**src/rtl/mc_cpu_pkg.sv**
```systemverilog
// rtl/mc_cpu_pkg.sv - opcodes, FSM state encoding and instruction field helpers for mc_cpu_core
package mc_cpu_pkg;

  localparam logic [3:0] OP_ADD  = 4'd0;
  localparam logic [3:0] OP_SUB  = 4'd1;
  localparam logic [3:0] OP_AND  = 4'd2;
  localparam logic [3:0] OP_OR   = 4'd3;
  localparam logic [3:0] OP_XOR  = 4'd4;
  localparam logic [3:0] OP_JMP  = 4'd5;
  localparam logic [3:0] OP_JZ   = 4'd6;
  localparam logic [3:0] OP_HALT = 4'd7;

  typedef enum logic [2:0] {IDLE, FETCH, READ_A, READ_B, EXEC, HALT} state_t;

  // Instructions are zero-extended into this container before field extraction.
  localparam int unsigned INSTR_MAX_W = 64;
  typedef logic [INSTR_MAX_W-1:0] instr_t;

  function automatic logic [3:0] instr_op(input instr_t instr, input int unsigned aw);
    instr_t s;
    s = instr >> (3 * aw);
    return s[3:0];
  endfunction

  // idx selects the register field: 0 = rb, 1 = ra, 2 = rd
  function automatic instr_t instr_reg(input instr_t instr, input int unsigned aw,
                                       input int unsigned idx);
    instr_t mask;
    mask = (instr_t'(1) << aw) - instr_t'(1);
    return (instr >> (idx * aw)) & mask;
  endfunction

endpackage

```
**src/rtl/mc_cpu_alu.sv**
```systemverilog
// rtl/mc_cpu_alu.sv - combinational ALU for mc_cpu_core (ADD/SUB/AND/OR/XOR, modulo 2**DATA_W)
module mc_cpu_alu
  import mc_cpu_pkg::*;
#(
  parameter int DATA_W = 32
) (
  input  logic [3:0]        op,
  input  logic [DATA_W-1:0] a,
  input  logic [DATA_W-1:0] b,
  output logic [DATA_W-1:0] result
);

  always_comb begin
    result = '0;
    case (op)
      OP_ADD:  result = a + b;
      OP_SUB:  result = a - b;
      OP_AND:  result = a & b;
      OP_OR:   result = a | b;
      OP_XOR:  result = a ^ b;
      default: result = '0;
    endcase
  end

endmodule

```
**src/rtl/mc_cpu_core.sv**
```systemverilog
// rtl/mc_cpu_core.sv - multi-cycle CPU core; MC_CPU_PERF_CNT_EN adds the retired_cnt output
module mc_cpu_core
  import mc_cpu_pkg::*;
#(
  parameter int DATA_W = 32,
  parameter int ADDR_W = 4
) (
  input  logic              clk,
  input  logic              reset,
  input  logic              ld_we,
  input  logic [ADDR_W-1:0] ld_addr,
  input  logic [DATA_W-1:0] ld_data,
  input  logic              start,
  input  logic [ADDR_W-1:0] start_pc,
  input  logic [ADDR_W-1:0] dbg_addr,
  output logic [DATA_W-1:0] dbg_data,
  output logic [ADDR_W-1:0] pc,
  output logic              busy,
  output logic              halted,
  output logic [DATA_W-1:0] alu_out
`ifdef MC_CPU_PERF_CNT_EN
  ,
  output logic [31:0]       retired_cnt
);
`else
);
`endif

  localparam int DEPTH = 2 ** ADDR_W;

  logic [DATA_W-1:0] mem [DEPTH];
  state_t            state, state_nx;
  logic [DATA_W-1:0] ir, a, b, alu_res;
  logic [3:0]        op;
  logic [ADDR_W-1:0] rd, ra, rb, pc_nx;
  logic              is_alu, host_ok, mem_we;
  logic [ADDR_W-1:0] mem_waddr;
  logic [DATA_W-1:0] mem_wdata;

  assign op      = instr_op(instr_t'(ir), ADDR_W);
  assign rd      = ADDR_W'(instr_reg(instr_t'(ir), ADDR_W, 2));
  assign ra      = ADDR_W'(instr_reg(instr_t'(ir), ADDR_W, 1));
  assign rb      = ADDR_W'(instr_reg(instr_t'(ir), ADDR_W, 0));
  assign is_alu  = (op <= OP_XOR);
  assign host_ok = (state == IDLE) || (state == HALT);

  assign busy     = (state == FETCH) || (state == READ_A) || (state == READ_B) || (state == EXEC);
  assign halted   = (state == HALT);
  assign dbg_data = mem[dbg_addr];

  mc_cpu_alu #(.DATA_W(DATA_W)) u_alu (
    .op     (op),
    .a      (a),
    .b      (b),
    .result (alu_res)
  );

  always_comb begin
    state_nx  = state;
    pc_nx     = pc;
    mem_we    = 1'b0;
    mem_waddr = ld_addr;
    mem_wdata = ld_data;
    case (state)
      IDLE, HALT: begin
        mem_we = ld_we;
        if (start) begin
          state_nx = FETCH;
          pc_nx    = start_pc;
        end
      end
      FETCH:  state_nx = READ_A;
      READ_A: state_nx = READ_B;
      READ_B: state_nx = EXEC;
      EXEC: begin
        state_nx = (op == OP_HALT) ? HALT : FETCH;
        case (op)
          OP_JMP:  pc_nx = rb;
          OP_JZ:   pc_nx = (a == '0) ? rb : pc + ADDR_W'(1);
          OP_HALT: pc_nx = pc;
          default: pc_nx = pc + ADDR_W'(1);
        endcase
        if (is_alu) begin
          mem_we    = 1'b1;
          mem_waddr = rd;
          mem_wdata = alu_res;
        end
      end
      default: state_nx = IDLE;
    endcase
  end

  always_ff @(posedge clk or posedge reset) begin
    if (reset) begin
      state   <= IDLE;
      pc      <= '0;
      ir      <= '0;
      a       <= '0;
      b       <= '0;
      alu_out <= '0;
    end else begin
      state <= state_nx;
      pc    <= pc_nx;
      if (state == FETCH)  ir <= mem[pc];
      if (state == READ_A) a  <= mem[ra];
      if (state == READ_B) b  <= mem[rb];
      if (state == EXEC && is_alu) alu_out <= alu_res;
    end
  end

  // No reset: contents survive reset, and async reset leaves EXEC before the next edge.
  always_ff @(posedge clk) begin
    if (mem_we) mem[mem_waddr] <= mem_wdata;
  end

`ifdef MC_CPU_PERF_CNT_EN
  always_ff @(posedge clk or posedge reset) begin
    if (reset)                  retired_cnt <= '0;
    else if (host_ok && start)  retired_cnt <= '0;
    else if (state == EXEC)     retired_cnt <= retired_cnt + 32'd1;
  end
`endif

endmodule

```
**config.mk**
```make
export PLATFORM = sky130hd
export DESIGN_NAME = mc_cpu_core
export DESIGN_NICKNAME = d
export VERILOG_FILES = /design/src/rtl/mc_cpu_pkg.sv /design/src/rtl/mc_cpu_alu.sv /design/src/rtl/mc_cpu_core.sv
export SDC_FILE = /design/constraint.sdc
export NUM_CORES = 1
export LEC_CHECK = 0
export CORE_MARGIN = 5
export CORE_UTILIZATION = 35
export DETAILED_ROUTE_END_ITERATION = 16
export GPL_TIMING_DRIVEN = 0
export PLACE_DENSITY_LB_ADDON = 0.25
export SLEW_MARGIN = 20
export SYNTH_ARGS = -nofsm -noshare
export SYNTH_HDL_FRONTEND = slang
export SYNTH_SLANG_ARGS = --single-unit
```
**constraint.sdc**
```tcl
create_clock -name clk -period 5.1 [get_ports clk]
set_clock_uncertainty 0.05 [all_clocks]
set_input_delay 1.02 -clock clk [delete_from_list [all_inputs] [get_ports clk]]
set_output_delay 1.02 -clock clk [all_outputs]
set_load 0.005 [all_outputs]
```
==> flow_metrics.env <==
export IMPL_p_per_area_mw_per_mm2=621
export IMPL_die_h_um=339
export IMPL_place_congestion=0.926
export IMPL_cp_required_ps=4030
export IMPL_fin_crit_ps=4980
export IMPL_crit_type="in -> out"
export IMPL_multi_input_area_mm2=0.0187
export IMPL_fmax_mhz=201
export IMPL_cap_viol_max_count=0
export IMPL_drc=0
export IMPL_ctsLongestPathBuffers=3
export IMPL_setup_violations=0
export IMPL_peakVddDrop_mv=0.426
export IMPL_cp_slowest_cell="clkbuf_1"
export IMPL_outcome="completed"
export IMPL_synth_seq_cells=631
export IMPL_final_util_pct=41.8
export IMPL_placed_cell_area_mm2=0.0419
export IMPL_clk_pin_slew_worst_paths_ps=50
export IMPL_synthesis_area_mm2=0.0378
export IMPL_wl_per_cell_um=36.8
export IMPL_syn_area_per_cell_um2=16.4
export IMPL_root_buffer="clkbuf_16"
export IMPL_viasPerCell=6.47
export IMPL_die_x_um=339
export IMPL_first_iter_violations=3531
export IMPL_slew_headroom_pct=16.1
export IMPL_ys_flop_type="edfxtp_1"
export IMPL_period_share_pct=97.6
export IMPL_cts_buffers=74
export IMPL_synth_edf_count=512
export IMPL_crit_fanout=10
export IMPL_dp_hpwl_um=106000
export IMPL_area_growth_pct=18.4
export IMPL_vias=26000
export IMPL_ios=118
export IMPL_rsz0062_at_grt="no"
export IMPL_synth_top_area_share_pct=40.7
export IMPL_path_delay_family="buffers and inverters"
export IMPL_layout_commonest_cell="mux4_2"
export IMPL_track_usage_pct=25.2
export IMPL_timing_hold_ws_ps=442
export IMPL_synthArstFlopShare_pct=18.9
export IMPL_critical_path_buf_inv_count=3
export IMPL_worst_pin_slew_ps=1260
export IMPL_grt_pass1_wl_um=204000
export IMPL_core_mm2=0.107
export IMPL_total_leakage_power_nw=15.0
export IMPL_routed_wl_um=148000
export IMPL_yosysSeqAreaShare_pct=48.5
export IMPL_overflow=0
export IMPL_finalWorstSetupSlack_ps=123
export IMPL_nFillCells=9514
export IMPL_tritoncts="yes"
export IMPL_finalNetCount=2692
export IMPL_cts_sinks=631
export IMPL_synth_area_leaders="edfxtp_1, mux4_2, dfrtp_1"
export IMPL_grt_pass1_vias=26400
export IMPL_clock_latency_ps=650
export IMPL_synth_cell_types=65
export IMPL_dpl_worst_slack_ps=-1490
export IMPL_hold_violations=0
export IMPL_synth_cells=2309
export IMPL_tns_ps=0
export IMPL_crit_path_max_incr_delay_ps=880
export IMPL_postLayoutCellArea_mm2=0.0448
export IMPL_critPathCaptureType="output pin"
export IMPL_grt_max_degree=89
export IMPL_startpoint_type="input port"
export IMPL_yosysWarningCount=0
export IMPL_firstDrtPassIters=6
export IMPL_io_buffers=114
export IMPL_final_cell_mix="mux4_2, edfxtp_1, nor2_1"
export IMPL_hp_class="reg -> reg"
export IMPL_finalMaxSlewViolations=0
export IMPL_synth_top_area_cell="edfxtp_1"
export IMPL_syn_nets=2455
export IMPL_postRouteAntennaNets=0
export IMPL_cp_cell_sequence="clkbuf_1, clkbuf_1, mux4_2, mux4_2, clkdlybuf4s50_1"
export IMPL_antenna_found_initial=8
export IMPL_drive_gt1_share_pct=35.0
export IMPL_initial_core_util_pct=35.3
export IMPL_arrival_ps=3910
export IMPL_ff_latch_area_mm2=0.0184
export IMPL_rows=120
export IMPL_die_area_mm2=0.115
export IMPL_cts_max_level=3
## Yosys cell counts (5+ instances only)
master,count
nand3_1,17
o21ai_0,80
o31ai_1,6
a221o_1,19
ha_1,97
nor2_1,141
o21a_1,21
or3_1,5
edfxtp_1,512
mux4_2,560
o21bai_1,6
a21oi_1,87
mux2_2,46
xnor2_1,47
nor3_1,18
nor4_1,12
a21o_1,11
nand4_1,11
a221oi_1,8
a31oi_1,14
o211ai_1,7
inv_1,92
clkbuf_1,123
mux2i_1,17
and2_1,6
nand2_1,83
buf_2,7
a22oi_1,5
dfrtp_1,119
buf_1,53
and3_1,5
xor2_1,9
nor2b_1,6
nand2b_1,6
## through the flow
stage | power [W] | cells
floorplan | 0.0161 | 2309
global placement | 0.0214 | 3826
detailed placement | 0.0217 | 3867
CTS | 0.0276 | 4008
global route | 0.0290 | 4011
finish | 0.0278 | 4016
## logic make-up after synthesis
group	count (synthesis)	synth area share, %
flops	631	48.5
mux	623	35.2
simple gates	326	3.87
compound gates	300	5.11
buf+inv	275	2.75
fa+ha+maj	98	3.26
xor+xnor	56	1.30
## tightest hold or removal path, stage by stage, from the launching register on
cell,delay (ps)
dfrtp_1,340
nor2_1,50
nor2_1,70
## power by group
| part | internal, W | switching, W | total [W] | leakage, nW |
|---|---|---|---|---|
| clock network | 0.00343 | 0.00231 | 0.00575 | 1.27 |
| registers | 0.00642 | 0.000758 | 0.00718 | 6.04 |
| logic | 0.00617 | 0.00872 | 0.0149 | 7.64 |
## final cells by class
type	instances	area share (%)
clock buffers	95	4.59
clock inverters	43	1.21
plain buffers	179	1.74
inverters	92	0.788
flip-flops and latches	631	41.0
repair buffers	165	4.93
well taps	1403	3.92
diodes	5	0.0280
multi-input cells	1403	41.8
## registers in the layout, indices dropped and copies added (netlist names)
register,cells
state,3
alu_out,32
mem,512
a,32
pc,4
b,32
ir,16
## metal layers
| layer | vias up | part of all wire [%] | track usage [%] |
|---|---|---|---|
| li1 | 10200 | - | - |
| met1 | 13600 | 36 | 31.9 |
| met2 | 1863 | 47 | 40.2 |
| met3 | 354 | 13 | 8.57 |
| met4 | 2 | 4.6 | 9.97 |
| met5 | - | 0.0088 | 0 |
## repair_timing
action / CTS / global route
setup endpoints to repair: 504 / 355
gates resized for setup: 35 / 10
hold buffers: 0 / 0
setup buffers: 4 / 5
pin swaps: 2 / 3
cloned: 0 / 0
## final timing paths
path,from,endpoint,slack [ps],depth (start not counted)
hold reg to reg,alu_out[10],alu_out[10],440,2
min in group asynchronous,reset,a[29],700,2
setup reg to reg,ir[12],mem[14][26],190,17
max in group asynchronous,reset,pc[1],3470,3
setup / recovery,dbg_addr[1],dbg_data[1],120,5
hold / removal,alu_out[10],alu_out[10],440,2
Power figures use the tool's default switching activity.
